File: config.mk
export PLATFORM = sky130hd
export DESIGN_NAME = fir_coeff_bank_ctrl
export DESIGN_NICKNAME = d
export VERILOG_FILES = /design/src/rtl/fir_coeff_bank_ctrl.sv
export SDC_FILE = /design/constraint.sdc
export NUM_CORES = 1
export LEC_CHECK = 0
export CORE_MARGIN = 2
export CORE_UTILIZATION = 25
export DETAILED_ROUTE_END_ITERATION = 7
export PLACE_DENSITY_LB_ADDON = 0.1
export SETUP_SLACK_MARGIN = 0.3
export SLEW_MARGIN = 20
export SYNTH_ARGS = -nofsm -noshare
export SYNTH_HDL_FRONTEND = slang
export SYNTH_SLANG_ARGS = --single-unit
File: constraint.sdc
create_clock -name clock -period 2.8 [get_ports clock]
set_input_delay 0.56 -clock clock [delete_from_list [all_inputs] [get_ports clock]]
set_output_delay 0.56 -clock clock [all_outputs]
set_load 0.01 [all_outputs]
File: src/rtl/fir_coeff_bank_ctrl.sv
// Double-buffered FIR coefficient banks: host fills the shadow bank, a commit swaps banks and streams
// the new active bank to the FIR (first tap one cycle after the swap, each tap held until coeffReady).
module fir_coeff_bank_ctrl #(
    parameter int LENGTH     = 20,
    parameter int DATA_WIDTH = 18,
    parameter int ADDR_WIDTH = 10
) (
    input  logic                         clock,
    input  logic                         resetN,
    input  logic                         hostWrEn,
    input  logic        [ADDR_WIDTH-1:0] hostWrAddr,
    input  logic signed [DATA_WIDTH-1:0] hostWrData,
    output logic                         hostWrErr,
    input  logic                         commitReq,
    output logic                         commitAck,
    output logic                         activeBank,
    output logic signed [DATA_WIDTH-1:0] coeffOut,
    output logic                         coeffValid,
    input  logic                         coeffReady,
    output logic                         coeffSetFlag
);

    localparam int              IW    = (LENGTH > 1) ? $clog2(LENGTH) : 1;
    localparam logic [ADDR_WIDTH:0] LEN_C = (ADDR_WIDTH+1)'(LENGTH);
    localparam logic [ADDR_WIDTH:0] ONE_C = (ADDR_WIDTH+1)'(1);

    typedef enum logic [1:0] {
        S_IDLE = 2'd0,
        S_LOAD = 2'd1,
        S_DONE = 2'd2
    } state_t;

    state_t                      r_state;
    state_t                      w_state_nxt;
    logic signed [DATA_WIDTH-1:0] r_bank0 [LENGTH];
    logic signed [DATA_WIDTH-1:0] r_bank1 [LENGTH];
    logic                        r_active_bank;
    logic                        r_pending;
    logic                        r_wr_err;
    logic                        r_commit_ack;
    logic                        r_coeff_vld;
    logic signed [DATA_WIDTH-1:0] r_coeff_dat;
    logic                        r_set_flag;
    logic [ADDR_WIDTH:0]         r_tap_idx;

    logic                        w_addr_ok;
    logic [IW-1:0]               w_wr_idx;
    logic [IW-1:0]               w_rd_idx;
    logic signed [DATA_WIDTH-1:0] w_rd_dat;
    logic                        w_xfer;
    logic                        w_swap;
    logic                        w_fetch;
    logic                        w_finish;

    assign w_addr_ok = ({1'b0, hostWrAddr} < LEN_C);
    assign w_wr_idx  = hostWrAddr[IW-1:0];
    assign w_rd_idx  = r_tap_idx[IW-1:0];
    assign w_rd_dat  = r_active_bank ? r_bank1[w_rd_idx] : r_bank0[w_rd_idx];

    // Storage is never reset; the write always targets the bank that is not active at this edge,
    // so a write coinciding with a swap lands in the bank about to be streamed.
    always_ff @(posedge clock) begin
        if (hostWrEn && w_addr_ok) begin
            if (r_active_bank) begin
                r_bank0[w_wr_idx] <= hostWrData;
            end else begin
                r_bank1[w_wr_idx] <= hostWrData;
            end
        end
    end

    always_ff @(posedge clock) begin
        if (!resetN) begin
            r_state <= S_IDLE;
        end else begin
            r_state <= w_state_nxt;
        end
    end

    always_comb begin
        w_state_nxt = r_state;
        w_swap      = 1'b0;
        w_fetch     = 1'b0;
        w_finish    = 1'b0;
        w_xfer      = r_coeff_vld & coeffReady;
        case (r_state)
            S_IDLE, S_DONE: begin
                if (commitReq || r_pending) begin
                    w_swap      = 1'b1;
                    w_state_nxt = S_LOAD;
                end
            end
            S_LOAD: begin
                // Fetch the next tap whenever the output register is empty or being drained.
                if ((!r_coeff_vld || w_xfer) && (r_tap_idx < LEN_C)) begin
                    w_fetch = 1'b1;
                end else if (w_xfer) begin
                    w_finish    = 1'b1;
                    w_state_nxt = S_DONE;
                end
            end
            default: begin
                w_state_nxt = S_IDLE;
            end
        endcase
    end

    always_ff @(posedge clock) begin
        if (!resetN) begin
            r_active_bank <= 1'b0;
            r_pending     <= 1'b0;
            r_wr_err      <= 1'b0;
            r_commit_ack  <= 1'b0;
            r_coeff_vld   <= 1'b0;
            r_coeff_dat   <= '0;
            r_set_flag    <= 1'b0;
            r_tap_idx     <= '0;
        end else begin
            r_wr_err     <= hostWrEn && !w_addr_ok;
            r_commit_ack <= w_swap;
            if (w_swap) begin
                r_active_bank <= ~r_active_bank;
                r_pending     <= 1'b0;
                r_set_flag    <= 1'b0;
                r_tap_idx     <= '0;
                r_coeff_vld   <= 1'b0;
                r_coeff_dat   <= '0;
            end else begin
                if (r_state == S_LOAD && commitReq) begin
                    r_pending <= 1'b1;
                end
                if (w_fetch) begin
                    r_coeff_dat <= w_rd_dat;
                    r_coeff_vld <= 1'b1;
                    r_tap_idx   <= r_tap_idx + ONE_C;
                end else if (w_finish) begin
                    r_coeff_dat <= '0;
                    r_coeff_vld <= 1'b0;
                    r_set_flag  <= 1'b1;
                end
            end
        end
    end

    assign hostWrErr    = r_wr_err;
    assign commitAck    = r_commit_ack;
    assign activeBank   = r_active_bank;
    assign coeffOut     = r_coeff_dat;
    assign coeffValid   = r_coeff_vld;
    assign coeffSetFlag = r_set_flag;

endmodule

==> results of run 1 <==
==> logic make-up after synthesis <==
| group | count (synthesis) | synth area share [%] |
|---|---|---|
| xor gates and xnor gates | 4 | 0.1213 |
| DFF | 762 | 77.75 |
| and+or+nand+nor | 145 | 2.356 |
| adders and majority gates | 1 | 0.04330 |
| AOI/OAI and AO/OA | 161 | 3.798 |
| muxes | 234 | 14.43 |
| buffers and inverters | 77 | 1.503 |
==> synthesized netlist by cell type (17+ instances only) <==
| library cell | number |
|---|---|
| dfxtp_1 | 42 |
| edfxtp_1 | 720 |
| a22oi_1 | 18 |
| mux2i_1 | 88 |
| nand3_1 | 19 |
| a21oi_1 | 38 |
| mux4_2 | 146 |
| o22ai_1 | 17 |
| and3_1 | 17 |
| nand2_1 | 26 |
| a32o_1 | 18 |
| buf_2 | 30 |
| clkbuf_1 | 20 |
| o21ai_0 | 25 |
| nor2_1 | 62 |
==> stage by stage <==
step / instance area, um2 / hold WS (ns) / utilization (%)
6_report: 35960 / 0.3398 / 31.40
2_1_floorplan: 28890 / 0.4491 / -
3_5_place_dp: 32930 / 0.4696 / 28.76
4_1_cts: 35810 / 0.3106 / 31.28
5_1_grt: 35940 / 0.3128 / 31.39
3_3_place_gp: 32930 / 0.4612 / 28.76
==> timing repair <==
action                     in CTS  in global routing
setup endpoints to repair      13                 15
buffers inserted                0                  8
resized for setup               9                 14
hold endpoints to repair        0                  0
pin swaps                       0                  0
==> registers in the layout, indices dropped and copies added (netlist names), named ones only <==
name / count
r_bank0: 360
r_bank1: 360
coeffOut: 18
r_tap_idx: 11
r_state: 2
activeBank: 1
coeffSetFlag: 1
coeffValid: 1
commitAck: 1
hostWrErr: 1
r_pending: 1
==> power groups by stage <==
stage | registers [mW] | logic, mW | clock network [mW]
6_report | 12.5 | 1.18 | 11.3
3_3_place_gp | 12.8 | 1.19 | 0
3_5_place_dp | 12.8 | 1.19 | 0
5_1_grt | 12.5 | 1.27 | 12.1
2_1_floorplan | 12.7 | 0.500 | 0
4_1_cts | 12.5 | 1.20 | 11.6
==> metal layers <==
| metal | wire length [um] | vias to the layer above | part of all wire, % | GRT usage, % |
|---|---|---|---|---|
| li1 | - | 6331 | - | - |
| met1 | 40430 | 7758 | 46 | 20.62 |
| met2 | 41550 | 294 | 48 | 23.92 |
| met3 | 3527 | 102 | 4.0 | 2.734 |
| met4 | 1729 | 2 | 2.0 | 3.533 |
| met5 | 13 | - | 0.015 | 0 |
==> worst max-delay path by stage <==
stage                     slack [ns]              to  depth (start not counted)
after floorplan                 0.33  r_bank1[15][0]                          5
after global placement         -0.20   r_bank1[7][7]                          9
after detailed placement       -0.15   r_bank1[3][6]                          9
after CTS                       0.28    coeffOut[15]                          6
after global routing            0.29    coeffOut[10]                          8
final                           0.35    coeffOut[10]                          8
==> final cells by class <==
type / instances / area, um2 / share of cell area [%]
flip-flops and latches: 762 / 22470 / 62.50
multi-input cells: 545 / 6146 / 17.09
repair buffers: 242 / 2566 / 7.137
clock buffers: 115 / 2355 / 6.549
well taps: 1512 / 1892 / 5.262
clock inverters: 48 / 491.7 / 1.368
inverters: 5 / 18.77 / 0.05220
diodes: 5 / 12.51 / 0.03480
==> worst max-delay path, cell delays in order (launching register included) <==
cell	delay [ns]
dfxtp_4	0.40
buf_12	0.18
mux4_2	0.55
a22oi_2	0.23
buf_4	0.16
and3_1	0.18
o21ai_0	0.16
buf_4	0.21
a32o_1	0.25
==> summary.md, run 1 <==
| Metric | Value |
|---|---|
| Post-placement setup slack | -0.1470 ns |
| Clock buffer count from CTS | about 90 |
| Synth top area cells | edfxtp_1 75%, mux4_2 11%, mux2i_1 3.0% |
| Relative contribution of the clock network to total power | 45.2% |
| Wire length reported by the detailed router | 87.25 mm |
| RSZ-0062 raised after global routing | false |
| Cell type with the highest aggregate area in the netlist | edfxtp_1 |
| Filler Cell Count | 11,060 |
| Max-Cap Viols | 0 |
| Via count of the first global-routing pass | 15,170 |
| Total overflow reported by the global router | 0 |
| # placed instances | 3,058 |
| Global-route wire length before repair | about 120 mm |
| Sw Ratio | between 20 and 25% |
| Number of antenna violations at the first check in global routing | 8 |
| Tightest Pin Transition | 0.7241 ns |
| Max-slew headroom at the worst pin | 51.73% |
| Crit path launch type | flop |
| Cell Count, Final, Fillers Out | 3,234 |
| CORE AREA | 114,500 um2 |
| Placement row count | approximately 120 |
| Number of nets with antenna violations after detailed routing | 0 |
| Mean number of vias per cell | 4.480 |
| Post-synth EDFFs | approximately 700 |
| Most frequent cells in the layout | 720 x edfxtp_1, 146 x mux4_2, 131 x buf_4 |
| Tmin final | ~2.4 ns |
| Area share of the largest cell type after synthesis | 74.84% |
| Overall die height | 343.9 um |
| Skew final | 0.02575 ns |
| Pins over their slew limit | 0 |
| Comb pwr share | ~4.7% |
| Sequential group share of total power | between 50% and 60% |
| Category of the critical setup timing path | reg -> reg |
| Post-synthesis cell area | between 20,000 and 30,000 um2 |
| Leading cell type in the layout, fill and taps excluded | edfxtp_1 |
| Final setup violation count | 0 |
| Number of top-level pins | 56 |
| Synth warn | 0 |
| Die outline area | 118,300 um2 |
| Initial Utilization | 25.23% |
| Initial DRC count | about 1,100 |
| Share of final-layout standard cells stronger than drive strength 1 | 31.28% |
| Clock insertion delay at the later pin of the skew report | 0.66 ns |
| Internal power | 19.62 mW |
| Startpoint of the lowest-slack hold path | hostWrData[11] |
| Post-route fraction of the period consumed by the critical path | a little under 90% |
| Peak Freq | just over 400 MHz |
| Final weighted congestion in routability-driven placement | between 0.7 and 0.8 |
| Input/output buffers | 55 |
| Mean instance size in the synthesized netlist | about 21 um2 |
| Deepest level of the CTS H-tree | 3 |
| Quantity of hold-fixing buffers added after cts | 0 |
| Total routing usage reported by global routing | 14.80% |
| Hold violation total from the final report | 0 |
| Worst Hold End | r_bank0[12][11] |
| Fin Setup TNS | 0 ns |
| Share of synthesized registers carrying an async set or reset | 0% |
| DRC violation count after routing | 0 |
| Worst reg2reg endpoint | coeffOut[10] |
| Synth-to-layout area growth | 24.46% |
| Run status | completed |
| Net count, final | 1,678 |
| Maximum number of pins on one net before global-route repair | slightly above 40 |
| Clock transition at path regs | approximately 0.06 ns |
| Power per cell area | 695.5 nW/um2 |
| Worst IR Drop VDD | 486.5 uV |
| Clock tree from TritonCTS | done |
| Sequential-to-total area share from yosys stat | between 70 and 80% |
| Leakage component of the power | 10.91 nW |
| Iteration count of the initial detailed-routing pass | 7 |
| Type of the tightest min-delay check | in -> reg |
| Max Root-Sink Buffers | 3 |
| CP Data Arrival Time | ~3.0 ns |
| Type of element capturing the critical path | flop |
| Cell count after synthesis | 1,384 |
| Clock sink count | 762 |
| CTS Root Buffer Type | clkbuf_16 |
| Number of cells on the worst hold path | 1 |
| Synth cell types | 47 |
| Maximum fanout encountered on the critical timing path | 16 |
| Total power | around 25 mW |
| Flip-flop cell with the highest count after synthesis | edfxtp_1 |
| Worst reg2reg path depth | 8 |
| Slack of the critical path | 0.3547 ns |
| FF-to-FF setup slack | 0.35 ns |
| Post-DR wirelength/cell | 26.98 um |
| HPWL Detailed | around 58 mm |
| Detailed-route via count | about 14,000 |
| Critical Path RT | 3.35 ns |
| Nets in the synthesized netlist | between 1,000 and 1,500 |
| Horizontal extent of the die | between 300 and 400 um |
| Register bit count reported by yosys | about 760 |
| Total net switching power | 5.387 mW |
Power figures use the tool's default switching activity.
==> run 2: changes to the inputs <==
==> constraint.sdc (replaced) <==
create_clock -name clock -period 2.1 [get_ports clock]
set_input_delay 0.42 -clock clock [delete_from_list [all_inputs] [get_ports clock]]
set_output_delay 0.42 -clock clock [all_outputs]
set_load 0.01 [all_outputs]
==> summary.md, run 2 (synthesized netlist as in run 1, its figures left out) <==
| Metric | Value |
|---|---|
| Run status | finished with violations |
| Violations in the final reports | setup timing |
| Clock buffer count from CTS | 87 |
| Number of cells on the worst hold path | 1 |
| Deepest level of the CTS H-tree | 3 |
| Power per cell area | between 900 and 1000 nW/um2 |
| Number of antenna violations at the first check in global routing | 5 |
| Worst reg2reg endpoint | coeffOut[9] |
| Maximum number of pins on one net before global-route repair | 43 |
| Share of final-layout standard cells stronger than drive strength 1 | 37.46% |
| Clock transition at path regs | approximately 0.06 ns |
| RSZ-0062 raised after global routing | true |
| Clock tree from TritonCTS | done |
| Initial DRC count | 1,198 |
| HPWL Detailed | 57.01 mm |
| Max Root-Sink Buffers | 3 |
| Type of element capturing the critical path | flop |
| Via count of the first global-routing pass | 15,570 |
| Worst Hold End | r_bank0[18][14] |
| Type of the tightest min-delay check | in -> reg |
| Overall die height | 343.9 um |
| Tightest Pin Transition | 0.6714 ns |
| Quantity of hold-fixing buffers added after cts | 0 |
| Synth-to-layout area growth | 30.26% |
| Maximum fanout encountered on the critical timing path | 7 |
| Wire length reported by the detailed router | 89.11 mm |
| Hold violation total from the final report | 0 |
| Placement row count | 124 |
| Filler Cell Count | 10,960 |
| Category of the critical setup timing path | reg -> reg |
| Area of combinational cells with multiple inputs | 6616 um2 |
| Pins over their slew limit | 0 |
| Iteration count of the initial detailed-routing pass | 6 |
| Die outline area | 118,300 um2 |
| CORE AREA | around 110,000 um2 |
| Total routing usage reported by global routing | 15.10% |
| Most frequent cells in the layout | 720 x edfxtp_1, 146 x mux4_2, 125 x buf_4 |
| Worst IR Drop VDD | 541.3 uV |
| Input/output buffers | 55 |
| Clock insertion delay at the later pin of the skew report | 0.66 ns |
| Worst reg2reg path depth | 9 |
| Sequential Area | between 20,000 and 25,000 um2 |
| Critical Path RT | 2.65 ns |
| Total overflow reported by the global router | 0 |
| Cell Count, Final, Fillers Out | approximately 3,300 |
| Max-Cap Viols | 0 |
| Skew final | ~0.024 ns |
| Max-slew headroom at the worst pin | a little under three fifths |
| Peak Freq | 418.9 MHz |
| CTS Root Buffer Type | clkbuf_16 |
| Leakage component of the power | 11.71 nW |
| Mean number of vias per cell | about 4.5 |
| Initial Utilization | between 20% and 30% |
| Clock sink count | about 760 |
| CP Data Arrival Time | 2.93 ns |
| Post-DR wirelength/cell | about 27 um |
| Number of top-level pins | 56 |
| Share of the core filled with cells | 32.87% |
| Slack of the critical path | -0.2869 ns |
| Global-route wire length before repair | 123.9 mm |
| Tmin final | approximately 2.4 ns |
| Net count, final | 1,742 |
| # placed instances | 3,097 |
| Crit path launch type | flop |
| Leading cell type in the layout, fill and taps excluded | edfxtp_1 |
| Detailed-route via count | 14,770 |
| Final weighted congestion in routability-driven placement | 0.7633 |
| FF-to-FF setup slack | -0.29 ns |
| Number of nets with antenna violations after detailed routing | 0 |
| Startpoint of the lowest-slack hold path | hostWrData[14] |
| Post-route fraction of the period consumed by the critical path | 113.7% |
| Horizontal extent of the die | 343.9 um |
| DRC violation count after routing | 0 |
| Final setup violation count | 18 |
[run 2: metrics by stage]
stage	power, mW	setup TNS (ns)	setup slack [ns]	hold slack, ns	instance area [um2]
6_report	33.95	-3.734	-0.2869	0.2172	37630
3_5_place_dp	18.74	-469.38	-0.7258	0.4662	33760
3_3_place_gp	18.73	-462.10	-0.7093	0.4655	33760
4_1_cts	34.43	-4.539	-0.2864	0.1766	37290
2_1_floorplan	17.69	0	0.1893	0.4491	29270
5_1_grt	35.15	-4.897	-0.3166	0.1893	37630
[run 2: worst max-delay path, cell delays in order (launching register included)]
cell and delay [ns]:
dfxtp_4 0.40, buf_12 0.17, buf_12 0.16, mux4_2 0.56, a22oi_2 0.17, buf_4 0.15
and3_4 0.21, o21ai_2 0.06, buf_6 0.14, a32o_1 0.24
[run 2: cell type report]
| cell class | count | share of cell area, % |
|---|---|---|
| Antenna cell | 2 | 0.01330 |
| Tap cell | 1512 | 5.027 |
| Multi-Input combinational cell | 545 | 17.58 |
| Clock inverter | 58 | 1.719 |
| Clock buffer | 101 | 5.981 |
| Timing Repair Buffer | 307 | 9.891 |
| Inverter | 5 | 0.04987 |
| Sequential cell | 762 | 59.74 |
[run 2: how the worst max path moves through the flow]
stage | startpoint | to | slack, ns
floorplan | hostWrAddr[8] | r_bank1[15][0] | 0.19
global placement | hostWrAddr[2] | r_bank1[7][15] | -0.71
detailed placement | hostWrAddr[2] | r_bank1[7][5] | -0.73
CTS | flop | coeffOut[10] | -0.29
global route | flop | coeffOut[12] | -0.32
finish | flop | coeffOut[9] | -0.29
[run 2: what timing repair did]
item                       4_1_cts  5_1_grt
buffers inserted                19        5
gates resized for setup        129       48
hold endpoints to repair         0        0
pin swaps                       22       27
cloned                           6        4
setup endpoints to repair      761      142
[run 2: power breakdown]
group          total, mW  internal (mW)  leakage [nW]  switching (mW)
Combinational       1.84          0.780          3.48            1.06
Clock               15.4           9.19          1.42            6.25
Sequential          16.7           16.6          6.81          0.0339
[run 2: layer usage]
layer	share of wire (%)	global-route usage (%)	up-vias
li1	-	-	6455
met1	47	21.39	7894
met2	47	24.00	304
met3	4.1	2.800	112
met4	2.0	3.587	0
met5	0	0	-
==> run 3: changes to the inputs <==
--- a/config.mk
+++ b/config.mk
@@ -10,7 +10,6 @@
 export DETAILED_ROUTE_END_ITERATION = 7
 export PLACE_DENSITY_LB_ADDON = 0.1
 export SETUP_SLACK_MARGIN = 0.3
-export SLEW_MARGIN = 20
 export SYNTH_ARGS = -nofsm -noshare
 export SYNTH_HDL_FRONTEND = slang
 export SYNTH_SLANG_ARGS = --single-unit
==> results of run 3 <==
Final layout, timing and power as in run 2 (identical DEF).
